<file path="src/rtl/ram_share_arbiter_pkg.sv">
// ram_share_arbiter_pkg: FSM state encoding and index helper shared by the arbiter and its picker
package ram_share_arbiter_pkg;
  typedef enum logic [1:0] {
    ST_IDLE   = 2'd0,
    ST_ACCESS = 2'd1,
    ST_RESP   = 2'd2
  } state_e;
  // Wraps an index into 0..n-1; callers never pass more than 2n-1.
  function automatic int wrap_idx(input int i, input int n);
    return (i >= n) ? i - n : i;
  endfunction
endpackage

</file>
<file path="src/rtl/ram_share_arbiter_rr_pick.sv">
// rr_pick: combinational round-robin picker
//   req_i  requester levels
//   ptr_i  highest-priority index this round
//   any_o  any request present
//   win_o  first requester set scanning ptr_i, ptr_i+1, ... mod NREQ
module rr_pick
  import ram_share_arbiter_pkg::*;
#(
  parameter int NREQ = 2,
  parameter int PW   = 1
) (
  input  logic [NREQ-1:0] req_i,
  input  logic [PW-1:0]   ptr_i,
  output logic            any_o,
  output logic [PW-1:0]   win_o
);
  logic [PW-1:0] idx;
  // Scan from lowest to highest priority so the last hit is the winner.
  always_comb begin
    any_o = |req_i;
    win_o = '0;
    idx   = '0;
    for (int k = NREQ - 1; k >= 0; k--) begin
      idx = PW'(wrap_idx(int'(ptr_i) + k, NREQ));
      win_o = req_i[idx] ? idx : win_o;
    end
  end
endmodule

</file>
<file path="src/rtl/ram_share_arbiter.sv">
// ram_share_arbiter: round-robin arbiter sharing one register bank between NREQ requesters
//   clk, reset              clock, synchronous active-high reset
//   req/we/addr/wdata       per-requester access request (packed per requester)
//   ack, rdata              one-cycle one-hot completion pulse and registered read data
//   ram_load/address/in     bank pins; ram_out is the bank's combinational read data
//   lock                    present only when ARB_LOCK_EN is defined: winner keeps priority
module ram_share_arbiter
  import ram_share_arbiter_pkg::*;
#(
  parameter int NREQ = 2,
  parameter int AW   = 3,
  parameter int DW   = 16
) (
  input  logic                 clk,
  input  logic                 reset,
  input  logic [NREQ-1:0]      req,
  input  logic [NREQ-1:0]      we,
  input  logic [NREQ*AW-1:0]   addr,
  input  logic [NREQ*DW-1:0]   wdata,
`ifdef ARB_LOCK_EN
  input  logic [NREQ-1:0]      lock,
`endif
  output logic [NREQ-1:0]      ack,
  output logic [DW-1:0]        rdata,
  output logic                 ram_load,
  output logic [AW-1:0]        ram_address,
  output logic [DW-1:0]        ram_in,
  input  logic [DW-1:0]        ram_out
);
  localparam int PW = (NREQ > 1) ? $clog2(NREQ) : 1;
  state_e          state_q;
  logic [PW-1:0]   ptr_q, win_q, pick_win, win_inc, ptr_d;
  logic            pick_any, we_q;
  logic [AW-1:0]   addr_q;
  logic [DW-1:0]   wdata_q, rdata_q;
  logic [NREQ-1:0] ack_q;
  rr_pick #(.NREQ(NREQ), .PW(PW)) u_pick (
    .req_i (req),
    .ptr_i (ptr_q),
    .any_o (pick_any),
    .win_o (pick_win)
  );
  assign win_inc = (win_q == PW'(NREQ - 1)) ? '0 : win_q + 1'b1;
`ifdef ARB_LOCK_EN
  assign ptr_d = lock[win_q] ? win_q : win_inc;
`else
  assign ptr_d = win_inc;
`endif
  always_ff @(posedge clk) begin
    if (reset) begin
      state_q <= ST_IDLE;
      ptr_q   <= '0;
      win_q   <= '0;
      we_q    <= 1'b0;
      addr_q  <= '0;
      wdata_q <= '0;
      rdata_q <= '0;
      ack_q   <= '0;
    end else begin
      ack_q <= '0;
      case (state_q)
        ST_IDLE: if (pick_any) begin
          win_q   <= pick_win;
          we_q    <= we[pick_win];
          addr_q  <= addr[pick_win*AW +: AW];
          wdata_q <= wdata[pick_win*DW +: DW];
          state_q <= ST_ACCESS;
        end
        ST_ACCESS: begin
          rdata_q <= ram_out;
          ack_q   <= NREQ'(1) << win_q;
          state_q <= ST_RESP;
        end
        ST_RESP: begin
          ptr_q   <= ptr_d;
          state_q <= ST_IDLE;
        end
        default: state_q <= ST_IDLE;
      endcase
    end
  end
  // Load is gated by reset directly so a reset landing mid-access never writes the bank.
  assign ram_load    = (state_q == ST_ACCESS) & we_q & ~reset;
  assign ram_address = addr_q;
  assign ram_in      = wdata_q;
  assign ack         = ack_q;
  assign rdata       = rdata_q;
endmodule

</file>
<file path="config.mk">
export PLATFORM = sky130hd
export DESIGN_NAME = ram_share_arbiter
export DESIGN_NICKNAME = d
export VERILOG_FILES = /design/src/rtl/ram_share_arbiter_pkg.sv /design/src/rtl/ram_share_arbiter_rr_pick.sv /design/src/rtl/ram_share_arbiter.sv
export SDC_FILE = /design/constraint.sdc
export NUM_CORES = 1
export LEC_CHECK = 0
export BUFFER_PORTS_ARGS = -buffer_cell sky130_fd_sc_hd__buf_2
export CAP_MARGIN = 20
export CORE_ASPECT_RATIO = 0.7
export CORE_MARGIN = 2
export CORE_UTILIZATION = 35
export CTS_BUF_LIST = sky130_fd_sc_hd__clkbuf_4
export DETAILED_ROUTE_END_ITERATION = 12
export GPL_TIMING_DRIVEN = 0
export PLACE_DENSITY = 0.65
export REMOVE_ABC_BUFFERS = 1
export SETUP_SLACK_MARGIN = 0.1
export SLEW_MARGIN = 10
export SYNTH_ARGS = -nofsm -noshare
export SYNTH_HDL_FRONTEND = slang
export SYNTH_SLANG_ARGS = --single-unit
</file>
<file path="constraint.sdc">
create_clock -name clk -period 3.31 [get_ports clk]
set_clock_uncertainty 0.15 [all_clocks]
set_input_delay 0.662 -clock clk [delete_from_list [all_inputs] [get_ports clk]]
set_output_delay 0.662 -clock clk [all_outputs]
set_load 0.05 [all_outputs]
</file>
==> flow_summary.json, run 1 <==
{
  "final_layout_size_suffix_gt1_frac": 0.381,
  "finalSetupViolCount": 0,
  "drt_iter0_markers": 84,
  "die_h_um": 63.7,
  "clock.fmax_ghz": 0.375,
  "placed_cells": 360,
  "seqPwrFrac": 0.485,
  "use_met2": 0.285,
  "ys_warn_count": 0,
  "grt_max_degree": 42,
  "p_int_uw": 734,
  "required_ns": 2.50,
  "dpl.hpwl_mm": 3.45,
  "hold_ws_ns": 0.309,
  "pwr-share-clk": 0.199,
  "critPathBufInv": 1,
  "stdcell_area_sq_um": 2320,
  "maxSlewHeadroom": 0.406,
  "fillers": 506,
  "worstPathArrival_ns": 1.86,
  "gr-usage-met3": 0.0367,
  "endpoint": "ram_load",
  "ctsHoldBuffers": 0,
  "synthArstFlopShare": 0,
  "grt_pass1_vias": 1642,
  "power_density_nw_per_um2": 509,
  "clock_sinks": 42,
  "dieWidth_um": 89.2,
  "p_leak_uw": 0.00102,
  "timing.rr.start": "ptr_q$_SDFFE_PP0N_",
  "worstSkewPairLatency_ns": 0.33,
  "crit_type": "flip-flop to primary output",
  "cts_root_buffer": "clkbuf_4",
  "track_usage": 0.179,
  "synth_cell_types": 20,
  "cp_top_family": "simple AND/OR/NAND/NOR gates",
  "cp-start-kind": "flip-flop",
  "multi_input_area_sq_um": 820,
  "cp.depth": 4,
  "finalNetCount": 359,
  "yosys_register_bits": 42,
  "cp_cell_sequence": "nand2b_1 > nor2_1 > and2_1 > buf_2",
  "yosysMostFrequentCell": "dfxtp_1",
  "worstReg2RegEnd": "ram_in[12]$_SDFFE_PP0P_",
  "syn_inst": 215,
  "combPwrFrac": 0.316,
  "register_area_sq_um": 841,
  "antenna_found_initial": 0,
  "slew_violations": 0,
  "synth_common_cells": "42 x dfxtp_1, 38 x a21oi_1, 32 x nand2_1",
  "ios": 98,
  "htree_levels": 2,
  "synth-edff-count": 0,
  "netSwitchingFraction": 0.378,
  "yosysTopAreaCellShare": 0.472,
  "crit_start": "state_q[1]$_SDFFE_PP0P_",
  "p_switching_uw": 447,
  "viasPerCell": 5.05,
  "remaining_drc_errors": 0,
  "final_cell_count_no_fill": 368,
  "tightest_slew_ns": 0.891,
  "synth_area_leaders": "dfxtp_1 47%, a21oi_1 11%, a311oi_1 7.4%",
  "power_uw": 1180,
  "start_util": 0.368,
  "cts_buffer_depth": 2,
  "cts_resized": 0,
  "fin_tns_setup_ns": 0,
  "status": "complete, no violations",
  "rows": 21,
  "post-route-period-util": 0.806,
  "cts_setup_buffers": 0,
  "cp_slowest_cell": "nand2b_1",
  "rsz0062_at_grt": "no",
  "clk_pin_slew_ns": 0.11,
  "die-area_sq_um": 5680,
  "peakVddDrop_mv": 0.163,
  "cts_tree": "built",
  "hold_viol_final": 0,
  "drt_first_pass_iters": 4,
  "grt_pass1_wl_mm": 7.92,
  "syn_to_final_growth_pct": 30.4,
  "ys.flop_type": "dfxtp_1",
  "syn_area_sq_um": 1780,
  "drtAntennaViolNets": 0,
  "cts_buffers": 5,
  "r2r_cells": 3,
  "min_period_ns": 2.67,
  "hold_path_class": "flip-flop to flip-flop",
  "num_antenna_cells": 0,
  "cap_violations": 0,
  "synth_top_cell_by_area": "dfxtp_1",
  "wl_mm": 5.11,
  "use_met1": 0.247,
  "crit_path_max_incr_delay_ns": 0.58,
  "syn_avg_cell_area_sq_um": 8.28,
  "vias": 1859,
  "core_sq_um": 4830,
  "end_kind": "primary output",
  "avgRoutedWirePerCell_um": 13.9,
  "reg2reg_slack_ns": 1.55,
  "port_buffers": 97,
  "yosysSeqAreaShare": 0.472,
  "gp_congestion": 0.711,
  "top_usage_layer": "met2",
  "grt_remaining_overflow": 0,
  "cp_max_fo": 18,
  "dpl-instance-area_sq_um": 2270
}
==> power by group through the flow <==
stage               Sequential, uW  Combinational (uW)  Clock, uW
global route                   578                 402        268
finish                         572                 373        235
detailed placement             584                 373          0
floorplan                      722                 107          0
CTS                            573                 373        246
global placement               583                 362          0
==> per-stage QoR <==
| step | util | worst slack (ns) |
|---|---|---|
| 6_report | 0.480 | 0.641 |
| 3_3_place_gp | 0.462 | 0.325 |
| 2_1_floorplan | - | 1.21 |
| 5_1_grt | 0.480 | 0.478 |
| 4_1_cts | 0.479 | 0.624 |
| 3_5_place_dp | 0.469 | 0.651 |
==> placed cells by master (no fill, tap or decap) <==
cell / count
o21ai_0: 22
dfxtp_1: 42
or2_1: 2
a21oi_1: 38
buf_4: 1
nand2_1: 32
and2_1: 2
nor3_1: 2
nand3_1: 21
clkbuf_4: 5
nor2_2: 2
buf_2: 97
and2b_1: 1
nor2b_1: 1
clkinv_2: 2
buf_8: 1
nand2b_1: 2
inv_1: 2
a311oi_1: 15
or3_1: 1
nor2_1: 2
a311oi_2: 5
buf_6: 1
==> worst min-delay path, cell delays in order (launching register included) <==
cell	delay, ns
dfxtp_1	0.32
nand2_1	0.05
a21oi_1	0.05
==> final cells by class <==
| class | instances | share of cell area |
|---|---|---|
| sequential | 42 | 0.362 |
| multi-input combinational | 148 | 0.353 |
| timing repair buffer | 100 | 0.224 |
| tap | 69 | 0.0372 |
| clock buffer | 5 | 0.0162 |
| clock inverter | 2 | 0.00431 |
| inverter | 2 | 0.00323 |
==> registers in the layout, indices dropped and copies added, names as in the netlist <==
signal       flops
ram_address      3
ack              2
ptr_q            1
state_q          2
ram_in          16
win_q            1
rdata           16
we_q             1
==> kinds of logic (layout without fill, tap and decap cells) <==
| kind of cell | Yosys count | in the layout | share of synthesized area |
|---|---|---|---|
| AOI/OAI and AO/OA | 80 | 80 | 0.285 |
| and+or+nand+nor | 68 | 68 | 0.173 |
| buffers and inverters | 25 | 109 | 0.0703 |
| DFF | 42 | 42 | 0.472 |
==> routing by layer <==
metal / vias to the layer above / wire (um)
met3: 2 / 353
met2: 66 / 2300
met5: - / 0
li1: 944 / -
met4: 0 / 28
met1: 847 / 2420
==> worst min-delay path by stage <==
stage | from | endpoint | slack (ns) | depth (start not counted)
final | rdata[13]$_SDFFE_PP0N_ | rdata[13]$_SDFFE_PP0N_ | 0.31 | 2
after global routing | rdata[0]$_SDFFE_PP0N_ | rdata[0]$_SDFFE_PP0N_ | 0.33 | 2
after CTS | rdata[13]$_SDFFE_PP0N_ | rdata[13]$_SDFFE_PP0N_ | 0.31 | 2
after detailed placement | rdata[13]$_SDFFE_PP0N_ | rdata[13]$_SDFFE_PP0N_ | 0.30 | 2
after global placement | rdata[14]$_SDFFE_PP0N_ | rdata[14]$_SDFFE_PP0N_ | 0.29 | 2
after floorplan | win_q$_SDFFE_PP0P_ | ack[0]$_SDFF_PP0_ | 0.27 | 1
Note: power is estimated with default switching activity, not from simulation.
==> run 2: changes to the inputs <==
ABC_AREA = 1   (was not set)
PLACE_DENSITY = not set   (was 0.65)
clock period = 2.75 ns   (was 3.31 ns; I/O delays follow)
==> flow_summary.json, run 2 <==
{
  "core_sq_um": 5700,
  "fin_util": 0.462,
  "cts_resized": 0,
  "grt_remaining_overflow": 0,
  "remaining_drc_errors": 0,
  "hold_path_class": "primary input to flip-flop",
  "start_util": 0.361,
  "avgRoutedWirePerCell_um": 10.1,
  "num_antenna_cells": 0,
  "dieWidth_um": 95.7,
  "cts_root_buffer": "clkbuf_4",
  "finalSetupViolCount": 0,
  "power_density_nw_per_um2": 620,
  "tightest_slew_ns": 0.900,
  "place_ws_ns": 0.141,
  "rsz0062_at_grt": "no",
  "worstSkewPairLatency_ns": 0.35,
  "min_period_ns": 2.44,
  "cp_cell_sequence": "inv_2 > nor2_4 > inv_2 > nor3_2 > buf_2",
  "yosysMostFrequentCell": "nor2_1",
  "clock.fmax_ghz": 0.409,
  "ys.flop_type": "dfxtp_1",
  "grt_pass1_wl_mm": 7.40,
  "clock_sinks": 42,
  "synth_cell_types": 20,
  "gp_congestion": 0.720,
  "final_common_cell": "buf_2",
  "status": "complete, no violations",
  "slew_violations": 0,
  "die-area_sq_um": 6520,
  "dpl.hpwl_mm": 3.36,
  "post-route-period-util": 0.888,
  "worstPathArrival_ns": 1.74,
  "yosysTopAreaCellShare": 0.409,
  "cp_slowest_cell": "dfxtp_1",
  "vias": 2023,
  "viasPerCell": 4.22,
  "wl_mm": 4.84,
  "placed_cells": 467,
  "end_kind": "primary output",
  "cts_buffer_depth": 2,
  "finalWorstSetupSlack_ns": 0.307,
  "syn_to_final_growth_pct": 28.0,
  "cts_tree": "built",
  "p_leak_uw": 0.00146,
  "rows": 23,
  "ys_warn_count": 0,
  "final_cell_mix": "97 x buf_2, 68 x nor2_1, 62 x nand2_1, 42 x inv_1, 42 x dfxtp_1",
  "antenna_found_initial": 0,
  "yosysSeqAreaShare": 0.409,
  "clk_pin_slew_ns": 0.13,
  "grt_pass1_vias": 1644,
  "fin_tns_setup_ns": 0,
  "die_h_um": 68.2,
  "syn_inst": 314,
  "final_layout_size_suffix_gt1_frac": 0.322,
  "fillers": 615,
  "drtAntennaViolNets": 0,
  "drt_iter0_markers": 47,
  "cp_max_fo": 20,
  "cts_buffers": 5,
  "synth_area_leaders": "dfxtp_1 41%, nor2_1 12%, nand2_1 11%",
  "ios": 98,
  "required_ns": 2.05,
  "peakVddDrop_mv": 0.209,
  "ctsHoldBuffers": 0,
  "htree_levels": 2,
  "crit_top_cell": "inv_2",
  "synth_common_cells": "68 x nor2_1, 62 x nand2_1, 42 x dfxtp_1, 42 x inv_1, 22 x nand3_1",
  "final_cell_count_no_fill": 479,
  "cp-start-kind": "flip-flop",
  "crit_path_max_incr_delay_ns": 0.39,
  "maxSlewHeadroom": 0.400,
  "synth-edff-count": 0,
  "yosys_register_bits": 42,
  "finalNetCount": 463,
  "reg2reg_slack_ns": 0.95,
  "cap_violations": 0,
  "synth_top_cell_by_area": "dfxtp_1",
  "synthArstFlopShare": 0,
  "track_usage": 0.148,
  "drt_first_pass_iters": 4,
  "port_buffers": 97,
  "syn_avg_cell_area_sq_um": 6.55,
  "syn_area_sq_um": 2060,
  "hold_viol_final": 0,
  "grt_max_degree": 44,
  "crit_type": "flip-flop to primary output"
}
-- run 2: cell count changes in the layout (fill, tap and decap cells not counted), sizes merged, moves of 2 or more --
cell / previous run / this run
clkinvlp: 0 / 2
a21oi: 38 / 22
nand2: 32 / 63
o21ai: 22 / 18
nor2: 4 / 78
buf: 100 / 102
nand2b: 2 / 0
or2: 2 / 0
inv: 2 / 45
and2: 2 / 0
a311oi: 20 / 0
-- run 2: where the power goes --
group          internal (uW)  switching (uW)  total, uW
sequential               670            30.0        700
clock                    191             209        399
combinational            152             384        535
total                   1010             622       1630
-- run 2: critical path: cells and delay by family (launching register included) --
family,cells,cell delay (ns)
flip-flops,1,0.39
buffers and inverters,3,0.59
AND/OR/NAND/NOR,2,0.40
-- run 2: metal layers --
metal / part of all wire / wire (um) / global-route usage
met1: 0.50 / 2410 / 0.196
met3: 0.072 / 349 / 0.0385
met4: 0.015 / 75 / 0.0661
met2: 0.41 / 2010 / 0.230
met5: 0 / 0 / 0
-- run 2: kinds of logic after synthesis --
group,share of synthesized area
buf+inv,0.150
simple gates,0.341
flops,0.409
compound gates,0.101
-- run 2: stage by stage --
stage	total power, uW	hold WS [ns]	cell area [sq um]
after floorplan	1090	0.294	1930
after global placement	1240	0.318	2510
after detailed placement	1250	0.323	2520
after CTS	1650	0.236	2610
after global routing	1740	0.243	2640
final	1630	0.254	2640
-- run 2: area by class of cell --
class / instances / area [sq um] / share of cell area
inverter: 46 / 178 / 0.0674
clock buffer: 5 / 37.5 / 0.0142
multi-input combinational: 206 / 910 / 0.345
sequential: 42 / 841 / 0.319
clock inverter: 3 / 45.0 / 0.0171
timing repair buffer: 102 / 531 / 0.201
tap: 75 / 93.8 / 0.0356
-- run 2: final timing paths --
| kind | startpoint | end | depth (start not counted) |
|---|---|---|---|
| worst max register to register | ptr_q$_SDFFE_PP0N_ | ram_in[9]$_SDFFE_PP0P_ | 7 |
| worst max-delay path | state_q[0]$_SDFFE_PP0P_ | ram_load | 5 |
| worst min-delay path | ram_out[4] | rdata[4]$_SDFFE_PP0N_ | 3 |
| worst min register to register | ptr_q$_SDFFE_PP0N_ | ptr_q$_SDFFE_PP0N_ | 2 |
-- run 2: timing repair --
item / 4_1_cts / 5_1_grt
hold endpoints to repair: 0 / 0
setup buffers: 0 / 4
setup endpoints to repair: 0 / 1
==> run 3: changes to the inputs <==
CORE_UTILIZATION = 34   (was 35)
==> flow_summary.json, run 3 (synthesis gave the netlist of run 2 again) <==
{
  "cts_root_buffer": "clkbuf_4",
  "grt_remaining_overflow": 0,
  "final_common_cell": "buf_2",
  "cts_tree": "built",
  "viasPerCell": 4.31,
  "drt_iter0_markers": 65,
  "rsz0062_at_grt": "no",
  "tightest_slew_ns": 0.960,
  "grt_max_degree": 44,
  "min_period_ns": 2.32,
  "cp-start-kind": "flip-flop",
  "port_buffers": 97,
  "post-route-period-util": 0.845,
  "avgRoutedWirePerCell_um": 10.4,
  "gp_congestion": 0.734,
  "cp_max_fo": 20,
  "maxSlewHeadroom": 0.360,
  "final_cell_mix": "97 x buf_2, 68 x nor2_1, 62 x nand2_1, 42 x inv_1, 42 x dfxtp_1",
  "final_layout_size_suffix_gt1_frac": 0.318,
  "dpl.hpwl_mm": 3.46,
  "worstPathArrival_ns": 1.62,
  "ctsHoldBuffers": 0,
  "start_util": 0.356,
  "cap_violations": 0,
  "peakVddDrop_mv": 0.220,
  "power_uw": 1540,
  "cts_resized": 0,
  "htree_levels": 2,
  "core_sq_um": 5780,
  "hold_path_class": "primary input to flip-flop",
  "finalSetupViolCount": 0,
  "clk_pin_slew_ns": 0.12,
  "die-area_sq_um": 6700,
  "hold_viol_final": 0,
  "cts_buffer_depth": 2,
  "drtAntennaViolNets": 0,
  "die_h_um": 69.1,
  "crit_type": "flip-flop to primary output",
  "hold_ws_ns": 0.274,
  "num_antenna_cells": 0,
  "finalNetCount": 462,
  "power_density_nw_per_um2": 590,
  "p_leak_uw": 0.00146,
  "rows": 23,
  "wl_mm": 4.97,
  "required_ns": 2.05,
  "status": "complete, no violations",
  "worstSkewPairLatency_ns": 0.34,
  "dieWidth_um": 97.0,
  "clock_sinks": 42,
  "antenna_found_initial": 0,
  "vias": 2061,
  "end_kind": "primary output",
  "track_usage": 0.156,
  "slew_violations": 0,
  "ios": 98,
  "cts_setup_buffers": 0,
  "grt_pass1_vias": 1925,
  "remaining_drc_errors": 0,
  "syn_to_final_growth_pct": 26.9,
  "drt_first_pass_iters": 4,
  "cts_buffers": 5,
  "fin_tns_setup_ns": 0,
  "clock.fmax_ghz": 0.431,
  "grt_pass1_wl_mm": 8.69
}
==> run 3: final cells by class <==
class / count / area, sq um
Tap cell: 75 / 93.8
Timing Repair Buffer: 101 / 536
Inverter: 46 / 178
Fill cell: 607 / 3170
Clock buffer: 6 / 45.0
Sequential cell: 42 / 841
Clock inverter: 2 / 8.76
Multi-Input combinational cell: 206 / 910
==> run 3: layer usage <==
layer / part of all wire / vias up / track usage
met4: 0.014 / 0 / 0.0516
met3: 0.068 / 6 / 0.0416
met1: 0.50 / 865 / 0.210
met2: 0.42 / 67 / 0.245
li1: - / 1123 / -
met5: 0 / - / 0
==> run 3: worst max-delay path, cell delays in order (launching register included) <==
cell and delay, ns:
dfxtp_1 0.38, inv_2 0.07, nor2_4 0.21, inv_2 0.20
nor3_2 0.13, buf_2 0.28
==> run 3: worst paths after layout <==
path	startpoint	endpoint	slack [ns]	cells after the start
max	state_q[0]$_SDFFE_PP0P_	ram_load	0.43	5
min	ram_out[6]	rdata[6]$_SDFFE_PP0N_	0.27	3
max reg2reg	ptr_q$_SDFFE_PP0N_	ram_in[14]$_SDFFE_PP0P_	1.00	7
min reg2reg	ptr_q$_SDFFE_PP0N_	ptr_q$_SDFFE_PP0N_	0.34	2
==> run 3: through the flow <==
stage | instance area (sq um) | util | instances | worst slack, ns
3_3_place_gp | 2510 | 0.433 | 466 | 0.176
2_1_floorplan | 1930 | - | 294 | 0.597
5_1_grt | 2610 | 0.451 | 478 | 0.299
6_report | 2610 | 0.451 | 478 | 0.427
3_5_place_dp | 2530 | 0.438 | 467 | 0.168
4_1_cts | 2590 | 0.448 | 475 | 0.187
==> run 3: power breakdown <==
group / internal, uW / switching (uW) / total [uW]
Combinational: 153 / 386 / 539
Clock: 106 / 195 / 301
Sequential: 670 / 29.7 / 700
Total: 929 / 611 / 1540
